--- config.mk ---
export PLATFORM = sky130hd
export DESIGN_NAME = multicycle_ctrl_fsm
export DESIGN_NICKNAME = d
export VERILOG_FILES = /design/src/rtl/multicycle_ctrl_fsm.sv
export SDC_FILE = /design/constraint.sdc
export NUM_CORES = 1
export LEC_CHECK = 0
export ABC_AREA = 1
export BUFFER_PORTS_ARGS = -buffer_cell sky130_fd_sc_hd__buf_2
export CAP_MARGIN = 25
export CORE_UTILIZATION = 50
export DETAILED_ROUTE_END_ITERATION = 8
export GPL_ROUTABILITY_DRIVEN = 0
export HOLD_SLACK_MARGIN = 0.06
export PLACE_DENSITY = 0.94
export SLEW_MARGIN = 20
export SYNTH_ARGS = -nofsm -noshare
export SYNTH_HDL_FRONTEND = slang
export SYNTH_SLANG_ARGS = --single-unit
export TNS_END_PERCENT = 20
--- constraint.sdc ---
create_clock -name clk -period 2.4 [get_ports clk]
set_input_delay 0.72 -clock clk [delete_from_list [all_inputs] [get_ports clk]]
set_output_delay 0.72 -clock clk [all_outputs]
set_load 0.01 [all_outputs]
--- src/rtl/multicycle_ctrl_fsm.sv ---
// Main control FSM for the multicycle RV32I core: sequences fetch, decode,
// memory, execute and writeback, with a mem_ready watchdog and illegal-op detection.
module multicycle_ctrl_fsm #(
    parameter int unsigned MEM_TIMEOUT = 16
) (
    input  logic       clk,
    input  logic       rst_n,
    input  logic [6:0] op,
    input  logic       zero,
    input  logic       mem_ready,
    output logic       mem_req,
    output logic       adr_src,
    output logic       mem_write,
    output logic       ir_write,
    output logic       pc_write,
    output logic       reg_write,
    output logic [1:0] alu_src_a,
    output logic [1:0] alu_src_b,
    output logic [1:0] alu_op,
    output logic [1:0] result_src,
    output logic       illegal_instr,
    output logic       fault,
    output logic [3:0] state
);

    localparam int unsigned ST_W = 4;

    localparam logic [ST_W-1:0] S_FETCH    = 4'd0;
    localparam logic [ST_W-1:0] S_DECODE   = 4'd1;
    localparam logic [ST_W-1:0] S_MEMADR   = 4'd2;
    localparam logic [ST_W-1:0] S_MEMREAD  = 4'd3;
    localparam logic [ST_W-1:0] S_MEMWB    = 4'd4;
    localparam logic [ST_W-1:0] S_MEMWRITE = 4'd5;
    localparam logic [ST_W-1:0] S_EXECUTER = 4'd6;
    localparam logic [ST_W-1:0] S_EXECUTEI = 4'd7;
    localparam logic [ST_W-1:0] S_ALUWB    = 4'd8;
    localparam logic [ST_W-1:0] S_BEQ      = 4'd9;
    localparam logic [ST_W-1:0] S_JAL      = 4'd10;
    localparam logic [ST_W-1:0] S_ILLEGAL  = 4'd11;
    localparam logic [ST_W-1:0] S_FAULT    = 4'd12;

    localparam logic [6:0] OP_LW  = 7'b0000011;
    localparam logic [6:0] OP_SW  = 7'b0100011;
    localparam logic [6:0] OP_R   = 7'b0110011;
    localparam logic [6:0] OP_I   = 7'b0010011;
    localparam logic [6:0] OP_BEQ = 7'b1100011;
    localparam logic [6:0] OP_JAL = 7'b1101111;

    // Counter only needs to hold MEM_TIMEOUT-1; reaching that with no ready faults.
    localparam int unsigned CNT_W   = (MEM_TIMEOUT > 1) ? $clog2(MEM_TIMEOUT) : 1;
    localparam int unsigned CNT_MAX = (MEM_TIMEOUT > 0) ? (MEM_TIMEOUT - 1) : 0;
    localparam logic [CNT_W-1:0] CNT_LIM = CNT_W'(CNT_MAX);
    localparam logic WDOG_EN = (MEM_TIMEOUT != 0);

    logic [ST_W-1:0]  state_q, state_d;
    logic [CNT_W-1:0] cnt_q, cnt_d;

    logic       wait_st;
    logic       timeout;
    logic       pc_update;
    logic       branch;
    logic       mem_req_c;
    logic       adr_src_c;
    logic       mem_write_c;
    logic       ir_write_c;
    logic       pc_write_c;
    logic       reg_write_c;
    logic [1:0] alu_src_a_c;
    logic [1:0] alu_src_b_c;
    logic [1:0] alu_op_c;
    logic [1:0] result_src_c;
    logic       illegal_c;
    logic       fault_c;

    always_ff @(posedge clk or negedge rst_n) begin
        if (!rst_n) begin
            state_q <= S_FETCH;
            cnt_q   <= '0;
        end else begin
            state_q <= state_d;
            cnt_q   <= cnt_d;
        end
    end

    // Next-state, watchdog and output decode.
    always_comb begin
        state_d      = state_q;
        cnt_d        = '0;
        wait_st      = 1'b0;
        timeout      = 1'b0;
        pc_update    = 1'b0;
        branch       = 1'b0;
        mem_req_c    = 1'b0;
        adr_src_c    = 1'b0;
        mem_write_c  = 1'b0;
        ir_write_c   = 1'b0;
        pc_write_c   = 1'b0;
        reg_write_c  = 1'b0;
        alu_src_a_c  = 2'b00;
        alu_src_b_c  = 2'b00;
        alu_op_c     = 2'b00;
        result_src_c = 2'b00;
        illegal_c    = 1'b0;
        fault_c      = 1'b0;

        case (state_q)
            S_FETCH: begin
                mem_req_c    = 1'b1;
                alu_src_b_c  = 2'b10;
                result_src_c = 2'b10;
                ir_write_c   = mem_ready;
                pc_update    = mem_ready;
                wait_st      = 1'b1;
                if (mem_ready) state_d = S_DECODE;
            end
            S_DECODE: begin
                alu_src_a_c = 2'b01;
                alu_src_b_c = 2'b01;
                case (op)
                    OP_LW, OP_SW: state_d = S_MEMADR;
                    OP_R:         state_d = S_EXECUTER;
                    OP_I:         state_d = S_EXECUTEI;
                    OP_BEQ:       state_d = S_BEQ;
                    OP_JAL:       state_d = S_JAL;
                    default:      state_d = S_ILLEGAL;
                endcase
            end
            S_MEMADR: begin
                alu_src_a_c = 2'b10;
                alu_src_b_c = 2'b01;
                state_d     = (op == OP_LW) ? S_MEMREAD : S_MEMWRITE;
            end
            S_MEMREAD: begin
                mem_req_c = 1'b1;
                adr_src_c = 1'b1;
                wait_st   = 1'b1;
                if (mem_ready) state_d = S_MEMWB;
            end
            S_MEMWB: begin
                result_src_c = 2'b01;
                reg_write_c  = 1'b1;
                state_d      = S_FETCH;
            end
            S_MEMWRITE: begin
                mem_req_c   = 1'b1;
                adr_src_c   = 1'b1;
                mem_write_c = 1'b1;
                wait_st     = 1'b1;
                if (mem_ready) state_d = S_FETCH;
            end
            S_EXECUTER: begin
                alu_src_a_c = 2'b10;
                alu_op_c    = 2'b10;
                state_d     = S_ALUWB;
            end
            S_EXECUTEI: begin
                alu_src_a_c = 2'b10;
                alu_src_b_c = 2'b01;
                alu_op_c    = 2'b10;
                state_d     = S_ALUWB;
            end
            S_ALUWB: begin
                reg_write_c = 1'b1;
                state_d     = S_FETCH;
            end
            S_BEQ: begin
                alu_src_a_c = 2'b10;
                alu_op_c    = 2'b01;
                branch      = 1'b1;
                state_d     = S_FETCH;
            end
            S_JAL: begin
                alu_src_a_c = 2'b01;
                alu_src_b_c = 2'b10;
                pc_update   = 1'b1;
                state_d     = S_ALUWB;
            end
            S_ILLEGAL: begin
                illegal_c = 1'b1;
                state_d   = S_FETCH;
            end
            S_FAULT: begin
                fault_c = 1'b1;
                state_d = S_FAULT;
            end
            default: state_d = S_FETCH;
        endcase

        // A ready arriving on the limit cycle takes the normal transition.
        timeout = WDOG_EN && wait_st && !mem_ready && (cnt_q == CNT_LIM);
        if (timeout) begin
            state_d    = S_FAULT;
            ir_write_c = 1'b0;
            pc_update  = 1'b0;
        end

        if (WDOG_EN && wait_st && !mem_ready && (state_d == state_q)) begin
            cnt_d = cnt_q + CNT_W'(1);
        end

        pc_write_c = pc_update | (branch & zero);
    end

    // Reset forces every strobe and select low immediately, independent of the clock.
    assign mem_req       = rst_n & mem_req_c;
    assign adr_src       = rst_n & adr_src_c;
    assign mem_write     = rst_n & mem_write_c;
    assign ir_write      = rst_n & ir_write_c;
    assign pc_write      = rst_n & pc_write_c;
    assign reg_write     = rst_n & reg_write_c;
    assign alu_src_a     = rst_n ? alu_src_a_c  : 2'b00;
    assign alu_src_b     = rst_n ? alu_src_b_c  : 2'b00;
    assign alu_op        = rst_n ? alu_op_c     : 2'b00;
    assign result_src    = rst_n ? result_src_c : 2'b00;
    assign illegal_instr = rst_n & illegal_c;
    assign fault         = rst_n & fault_c;
    assign state         = state_q;

endmodule

==> results.json, run 1 <==
{
  "status": "finished, final reports clean",
  "syn-num-nets": 128,
  "synthFlopType": "dfrtp_1",
  "initial_core_util_pct": 55.3,
  "ys_types": 25,
  "timing.rr.start": "state[1]$_DFF_PN0_",
  "crit_path_start_kind": "primary input",
  "yosys-mux-area-fraction_pct": 0,
  "crit_end": "alu_src_a[1]",
  "synth_top_cell_area_share_pct": 27.1,
  "dp_hpwl_mm": 1.42,
  "finClkSkew_ns": 0.00276,
  "synth_top_cell_by_area": "dfrtp_1",
  "r2r_cells": 8,
  "area_delta_synth_final_pct": 27.3,
  "irDropWorstVdd_mv": 0.531,
  "placed_cells": 162,
  "netlist_area_sq_um": 738,
  "track_usage_pct": 22.3,
  "critPathLaunch": "rst_n",
  "fmax_ghz": 0.450,
  "dr.first_iter.drc_count": 25,
  "syn_inst": 116,
  "synth_edf_count": 0,
  "cp_top_family": "buffers and inverters",
  "p_per_area_mw_per_mm2": 1030,
  "antenna_found_initial": 0,
  "synthTopCellsByCount": "nand2_1 (23), nor2_1 (19), inv_1 (17), dfrtp_1 (8), nand3_1 (8)",
  "fin_ws_ns": 0.176,
  "postRouteAntennaNets": 0,
  "slowest_delay_ns": 0.22,
  "tightest_slew_ns": 0.252,
  "dp_slack_ns": 0.183,
  "async_reset_ff_share_pct": 100,
  "drt_wl_total_mm": 1.69,
  "power_leakage_nw": 0.589,
  "finalSetupViolCount": 0,
  "finalSetupTns_ns": 0,
  "clockRootBuffer": "clkbuf_4",
  "dr_total_vias": 825,
  "fill_cells": 112,
  "arrival_ns": 1.50,
  "crit_type": "in -> out",
  "synth_compound_area_share_pct": 6.61,
  "hold_ws_ns": 0.399,
  "synth_top_family_by_area": "simple AND/OR/NAND/NOR gates",
  "slew_headroom_pct": 83.1,
  "crit_buf_inv": 3,
  "drc": 0,
  "r2r-end": "cnt_q[2]$_DFF_PN0_",
  "fin_crit_sh_pct": 92.7,
  "dr.pass1.iters": 4,
  "r2r_slack_ns": 0.96,
  "hold_viol": 0,
  "fin_nets": 164,
  "fin_cells": 165,
  "end_kind": "output pin",
  "worstPathCellList": "buf_2 -> clkinv_1 -> nor2_1 -> nor2_1 -> o21ai_0 -> buf_2",
  "avgRoutedWirePerCell_um": 10.2,
  "grt_max_degree": 12,
  "critPathRequiredTime_ns": 1.68,
  "drive_gt1_share_pct": 36.7,
  "gr-total-overflow": 0,
  "drv_cap": 0,
  "rsz0062_at_grt": "no",
  "seq_area_frac_synth_pct": 27.1,
  "io_buffers": 30,
  "post-route-util_pct": 70.5,
  "cts_made_buffers": 3,
  "postCtsSetupRepairBufs": 0,
  "yosysWarningCount": 0,
  "core-area_sq_mm": 0.00133,
  "hp-class": "in -> async",
  "synth-xor-area-share_pct": 2.37,
  "crit_fanout": 10,
  "diodes": 0,
  "synth_area_leaders": "dfrtp_1 (27%), nand2_1 (12%), nor2_1 (9.7%)",
  "synthAdderAreaFrac_pct": 1.69,
  "io_pins": 31,
  "synthSimpleGateAreaFrac_pct": 51.5,
  "clk_pin_slew_ns": 0.05,
  "htree_num_levels": 1,
  "worstSkewPairLatency_ns": 0.25,
  "die_area_sq_mm": 0.00163,
  "crit_slowest_cell": "clkinv_1",
  "layout_min_cycle_time_ns": 2.22,
  "ys_seq_elements": 8,
  "drv_slew": 0,
  "die_h_um": 40.4,
  "vias_per_cell": 5.00,
  "power.total_mw": 0.965,
  "cts.sinks": 8,
  "stdcell_area_sq_um": 940,
  "clk_path_buf_depth": 2,
  "grt_pass1_vias": 616,
  "cp.depth": 6,
  "synth.most_common_cell": "nand2_1",
  "row_count": 13,
  "grt_pass1_wl_mm": 2.40,
  "syn_area_per_cell_sq_um": 6.36,
  "placed_area_sq_um": 915,
  "die_w_um": 40.4,
  "cts_tree": "built"
}
==> kinds of logic (layout without fill, tap and decap cells) <==
family | Yosys count | in the layout
and+or+nand+nor | 75 | 75
DFF | 8 | 8
AOI/OAI and AO/OA | 9 | 9
buffers and inverters | 21 | 55
adders and majority gates | 1 | 1
xor gates and xnor gates | 2 | 2
==> layout make-up <==
class                      count  area, sq um  share of cell area [%]
inverter                      21         78.8                    8.39
sequential                     8          200                    21.3
multi-input combinational     87          462                    49.1
timing repair buffer          31          158                    16.8
clock buffer                   3         22.5                    2.40
tap                           15         18.8                    2.00
==> worst min path at each step <==
stage | startpoint | end | slack (ns) | cells after the start
3_3_place_gp | cnt_q[0]$_DFF_PN0_ | cnt_q[0]$_DFF_PN0_ | 0.46 | 1
5_1_grt | rst_n | state[2]$_DFF_PN0_ | 0.41 | 2
2_1_floorplan | rst_n | cnt_q[0]$_DFF_PN0_ | 0.42 | 0
6_report | rst_n | state[0]$_DFF_PN0_ | 0.40 | 2
3_5_place_dp | cnt_q[0]$_DFF_PN0_ | cnt_q[0]$_DFF_PN0_ | 0.46 | 1
4_1_cts | rst_n | cnt_q[0]$_DFF_PN0_ | 0.39 | 2
==> report_power, final <==
part           internal (mW)  switching, mW  leakage [nW]
clock                 0.0570         0.0423        0.0138
combinational          0.229          0.398         0.468
sequential             0.177         0.0618         0.107
total                  0.463          0.502         0.589
==> metal layers <==
metal,vias to the layer above,wire length (um),track usage [%]
met4,0,27,11.7
met2,27,844,38.9
met3,4,92,3.33
met5,-,0,0
met1,364,725,25.9
li1,430,-,-
==> worst reg2reg max path: cells and delay by family (launching register included) <==
family	cells	cell delay, ns
flip-flops	1	0.45
AND/OR/NAND/NOR	8	0.88
==> repair_timing <==
item / 4_1_cts / 5_1_grt
hold buffers: 0 / 0
setup endpoints to repair: 0 / 1
resized for setup: 0 / 1
==> state kept, by name (all words and copies together) (netlist names) <==
name / flops
cnt_q: 4
state: 4
==> placed cells by master, fill, tap and decap left out, types with 2 or more instances in the layout <==
cell	synthesis	final
nand2_2	6	6
o21ai_0	3	3
buf_2	0	30
nor2_1	19	18
inv_1	17	17
clkbuf_4	0	3
nand3_1	8	8
a21oi_1	4	4
dfrtp_1	8	8
nand4_1	2	2
nor3_1	3	3
inv_2	3	3
nand3_2	2	2
nor2_2	6	7
nand2_1	23	23
(Power assumes the default switching activity.)
==> run 2: changes to the inputs <==
--- a/config.mk
+++ b/config.mk
@@ -8,12 +8,12 @@
 export ABC_AREA = 1
 export BUFFER_PORTS_ARGS = -buffer_cell sky130_fd_sc_hd__buf_2
 export CAP_MARGIN = 25
+export CORE_MARGIN = 3
 export CORE_UTILIZATION = 50
 export DETAILED_ROUTE_END_ITERATION = 8
 export GPL_ROUTABILITY_DRIVEN = 0
 export HOLD_SLACK_MARGIN = 0.06
 export PLACE_DENSITY = 0.94
-export SLEW_MARGIN = 20
 export SYNTH_ARGS = -nofsm -noshare
 export SYNTH_HDL_FRONTEND = slang
 export SYNTH_SLANG_ARGS = --single-unit
==> results.json, run 2 (same netlist as run 1, synthesis figures left out) <==
{
  "grt_pass1_wl_mm": 2.99,
  "post-route-util_pct": 69.4,
  "p_per_area_mw_per_mm2": 1060,
  "finalSetupTns_ns": 0,
  "worstSkewPairLatency_ns": 0.26,
  "clk_pin_slew_ns": 0.06,
  "route.met3.wl_um": 127,
  "stdcell_area_sq_um": 937,
  "track_usage_pct": 20.6,
  "vias_per_cell": 5.25,
  "io_pins": 31,
  "layout_min_cycle_time_ns": 2.30,
  "dr.pass1.iters": 4,
  "drive_gt1_share_pct": 36.0,
  "htree_num_levels": 1,
  "cts_hold_buf": 0,
  "hold_viol": 0,
  "grt_pass1_vias": 716,
  "wl_met1_um": 783,
  "drc": 0,
  "power_frac_comb_pct": 65.5,
  "critPathRequiredTime_ns": 1.68,
  "p_sw_mw": 0.532,
  "initial_core_util_pct": 54.7,
  "finalSetupViolCount": 0,
  "row_count": 13,
  "dp_hpwl_mm": 1.68,
  "grt_max_degree": 12,
  "p_clk_share_pct": 10.6,
  "placed_cells": 162,
  "clk_path_buf_depth": 2,
  "arrival_ns": 1.58,
  "hp-class": "in -> async",
  "fin_ws_ns": 0.102,
  "avgRoutedWirePerCell_um": 12.1,
  "fin_nets": 164,
  "status": "finished, final reports clean",
  "cts_resized": 0,
  "dp_slack_ns": 0.139,
  "core-area_sq_mm": 0.00135,
  "final_common_cell": "buf_2",
  "diodes": 0,
  "fin_cells": 165,
  "fin_crit_sh_pct": 95.8,
  "crit_fanout": 5,
  "power_leakage_nw": 0.589,
  "die_h_um": 44.4,
  "wl_met2_mm": 1.08,
  "drv_slew": 0,
  "postCtsSetupRepairBufs": 0,
  "hold_ws_ns": 0.388,
  "final_cell_mix": "buf_2 (30), nand2_1 (23), nor2_1 (19), inv_1 (17)",
  "fmax_ghz": 0.435,
  "seq_power_share_pct": 24.0,
  "rsz0062_at_grt": "no",
  "postRouteAntennaNets": 0,
  "end_kind": "output pin",
  "p_int_mw": 0.463,
  "slew_headroom_pct": 82.1,
  "finClkSkew_ns": 0.00532,
  "dr_total_vias": 867,
  "power.total_mw": 0.995,
  "drt_wl_total_mm": 1.99,
  "drv_cap": 0,
  "crit_type": "reg -> out",
  "crit_path_start_kind": "flip-flop",
  "io_buffers": 30,
  "antenna_found_initial": 0,
  "placed_area_sq_um": 915,
  "cts_made_buffers": 3,
  "tightest_slew_ns": 0.267,
  "cts_tree": "built",
  "clockRootBuffer": "clkbuf_4",
  "dr.first_iter.drc_count": 38,
  "irDropWorstVdd_mv": 0.464,
  "die_area_sq_mm": 0.00197,
  "netSwitchingFraction_pct": 53.5,
  "die_w_um": 44.4,
  "gr-total-overflow": 0,
  "area_delta_synth_final_pct": 26.9,
  "highest_layer": "met3",
  "cts.sinks": 8
}
[run 2: final timing paths]
check                                      to  cells past startpoint  slack (ns)               start
max                              alu_src_a[1]                      9        0.10  state[3]$_DFF_PN0_
min                        cnt_q[0]$_DFF_PN0_                      2        0.39               rst_n
max reg2reg                cnt_q[2]$_DFF_PN0_                      8        0.91  state[1]$_DFF_PN0_
min reg2reg                cnt_q[0]$_DFF_PN0_                      1        0.49  cnt_q[0]$_DFF_PN0_
max in group asynchronous  state[0]$_DFF_PN0_                      2        1.86               rst_n
min in group clk           cnt_q[0]$_DFF_PN0_                      1        0.49  cnt_q[0]$_DFF_PN0_
[run 2: power groups by stage]
stage               Combinational, mW  Clock (mW)  Sequential, mW
detailed placement              0.647           0           0.240
finish                          0.651       0.105           0.238
global route                    0.708       0.112           0.247
global placement                0.617           0           0.235
floorplan                       0.440           0           0.244
CTS                             0.649       0.105           0.237
[run 2: final cells by class]
type                       count  area [sq um]
clock buffer                   3          22.5
fill                         109           413
inverter                      21          78.8
multi-input combinational     87           459
sequential                     8           200
tap                           15          18.8
timing repair buffer          31           158
[run 2: metal layers]
layer	up-vias	track usage, %
li1	432	-
met1	393	24.2
met2	42	39.2
met3	0	2.44
met4	0	4.22
met5	-	0
[run 2: worst max-delay path, cell delays in order (launching register included)]
cell     delay [ns]
dfrtp_1        0.43
inv_2          0.10
nor2_1         0.16
inv_1          0.07
nor2_1         0.14
nand2_1        0.07
inv_1          0.06
nor2_1         0.04
o21ai_0        0.09
buf_2          0.17
==> run 3: changes to the inputs <==
--- a/config.mk
+++ b/config.mk
@@ -8,12 +8,16 @@
 export ABC_AREA = 1
 export BUFFER_PORTS_ARGS = -buffer_cell sky130_fd_sc_hd__buf_2
 export CAP_MARGIN = 25
+export CELL_PAD_IN_SITES_DETAIL_PLACEMENT = 2
+export CELL_PAD_IN_SITES_GLOBAL_PLACEMENT = 2
+export CORE_ASPECT_RATIO = 0.7
 export CORE_MARGIN = 3
-export CORE_UTILIZATION = 50
+export CORE_UTILIZATION = 25
 export DETAILED_ROUTE_END_ITERATION = 8
 export GPL_ROUTABILITY_DRIVEN = 0
 export HOLD_SLACK_MARGIN = 0.06
 export PLACE_DENSITY = 0.94
+export SKIP_LAST_GASP = 1
 export SYNTH_ARGS = -nofsm -noshare
 export SYNTH_HDL_FRONTEND = slang
 export SYNTH_SLANG_ARGS = --single-unit
==> results.json, run 3 (same netlist as run 1, synthesis figures left out) <==
{
  "grt_pass1_vias": 967,
  "power_leakage_nw": 0.598,
  "hold_viol": 0,
  "arrival_ns": 1.59,
  "cts_tree": "built",
  "netSwitchingFraction_pct": 53.2,
  "crit_slowest_cell": "dfrtp_1",
  "fill_cells": 336,
  "slew_headroom_pct": 77.6,
  "seq_area_sq_um": 200,
  "fin_cells": 184,
  "antenna_found_initial": 0,
  "track_usage_pct": 17.0,
  "core-area_sq_mm": 0.00263,
  "end_kind": "output pin",
  "postRouteAntennaNets": 0,
  "fmax_ghz": 0.434,
  "die_h_um": 51.5,
  "placed_cells": 181,
  "crit_type": "reg -> out",
  "r2r_slack_ns": 0.87,
  "dr.first_iter.drc_count": 46,
  "gr-total-overflow": 0,
  "final_common_cell": "buf_2",
  "postCtsSetupRepairBufs": 0,
  "diodes": 0,
  "finalSetupViolCount": 0,
  "drv_slew": 0,
  "clockRootBuffer": "clkbuf_8",
  "cts_made_buffers": 3,
  "clk_path_buf_depth": 2,
  "final_cell_mix": "buf_2 (30), nand2_1 (23), nor2_1 (18), inv_1 (17)",
  "io_buffers": 30,
  "worstPathCellList": "inv_1 -> nand2_2 -> nor2_4 -> inv_1 -> o21ai_0 -> o21ai_0 -> inv_1 -> buf_2",
  "crit_path_start_kind": "flip-flop",
  "dp_slack_ns": 0.108,
  "dr_total_vias": 874,
  "slowest_delay_ns": 0.45,
  "worstSkewPairLatency_ns": 0.24,
  "die_w_um": 71.0,
  "drv_cap": 0,
  "p_int_mw": 0.520,
  "drt_wl_total_mm": 2.86,
  "finClkSkew_ns": 0.00649,
  "status": "finished, final reports clean",
  "irDropWorstVdd_mv": 0.323,
  "dp_hpwl_mm": 2.50,
  "cts_hold_buf": 0,
  "vias_per_cell": 4.75,
  "area_delta_synth_final_pct": 33.7,
  "io_pins": 31,
  "power_frac_comb_pct": 61.7,
  "avgRoutedWirePerCell_um": 15.5,
  "initial_core_util_pct": 28.1,
  "drive_gt1_share_pct": 36.7,
  "die_area_sq_mm": 0.00365,
  "fin_ws_ns": 0.0949,
  "grt_pass1_wl_mm": 4.79,
  "cts_resized": 0,
  "cts.sinks": 8,
  "row_count": 15,
  "multi_input_area_sq_um": 467,
  "clk_pin_slew_ns": 0.05,
  "htree_num_levels": 1,
  "drc": 0,
  "fin_nets": 164,
  "cpMostUsedCell": "inv_1",
  "tightest_slew_ns": 0.336,
  "layout_min_cycle_time_ns": 2.31,
  "hp-class": "in -> async",
  "timing.rr.start": "state[1]$_DFF_PN0_",
  "p_per_area_mw_per_mm2": 1130,
  "grt_max_degree": 12,
  "critPathLaunch": "state[1]$_DFF_PN0_",
  "post-route-util_pct": 37.6,
  "dr.pass1.iters": 4,
  "rsz0062_at_grt": "yes",
  "crit_fanout": 6,
  "p_sw_mw": 0.591,
  "fin_crit_sh_pct": 96.0,
  "critPathRequiredTime_ns": 1.68,
  "p_clk_share_pct": 15.3,
  "seq_power_share_pct": 23.0
}
[run 3: cell count changes in the layout (fill, tap and decap cells not counted)]
cell	change
clkbuf_4	-3
clkbuf_8	+3
nor2_1	-1
nor2_4	+1
[run 3: worst max-delay path: cells and delay by family, from the launching register on]
kind            cells  cell delay [ns]
flops               1             0.45
buf+inv             4             0.39
compound gates      2             0.22
simple gates        2             0.30
[run 3: power by group through the flow]
stage	clock network [mW]	logic [mW]	registers, mW
finish	0.170	0.687	0.256
global route	0.180	0.772	0.264
detailed placement	0	0.685	0.249
CTS	0.171	0.693	0.249
floorplan	0	0.440	0.244
global placement	0	0.634	0.241
[run 3: cell type report]
cell class,count,area share [%]
inverters,21,7.98
repair buffers,31,16.0
clock buffers,3,4.18
flip-flops and latches,8,20.3
well taps,34,4.31
multi-input cells,87,47.3
[run 3: worst paths after layout]
check / to / cells after the start
setup / recovery: alu_src_b[0] / 8
hold / removal: cnt_q[3]$_DFF_PN0_ / 2
setup reg to reg: cnt_q[2]$_DFF_PN0_ / 8
hold reg to reg: cnt_q[0]$_DFF_PN0_ / 1
max in group asynchronous: state[1]$_DFF_PN0_ / 2
min in group clk: cnt_q[0]$_DFF_PN0_ / 1
[run 3: routing by layer]
layer	global-route usage (%)	share of wire (%)
met3	3.73	4.0
met4	2.19	0
met5	0	0
met1	21.7	46
met2	30.2	50
[run 3: per-stage QoR]
stage          power [mW]  instance area, sq um  setup TNS [ns]  hold WS, ns
2_1_floorplan       0.684                   738               0        0.424
3_3_place_gp        0.875                   938               0        0.462
3_5_place_dp        0.935                   938               0        0.483
4_1_cts              1.11                   980               0        0.432
5_1_grt              1.22                   987          -0.161        0.438
6_report             1.11                   987               0        0.427
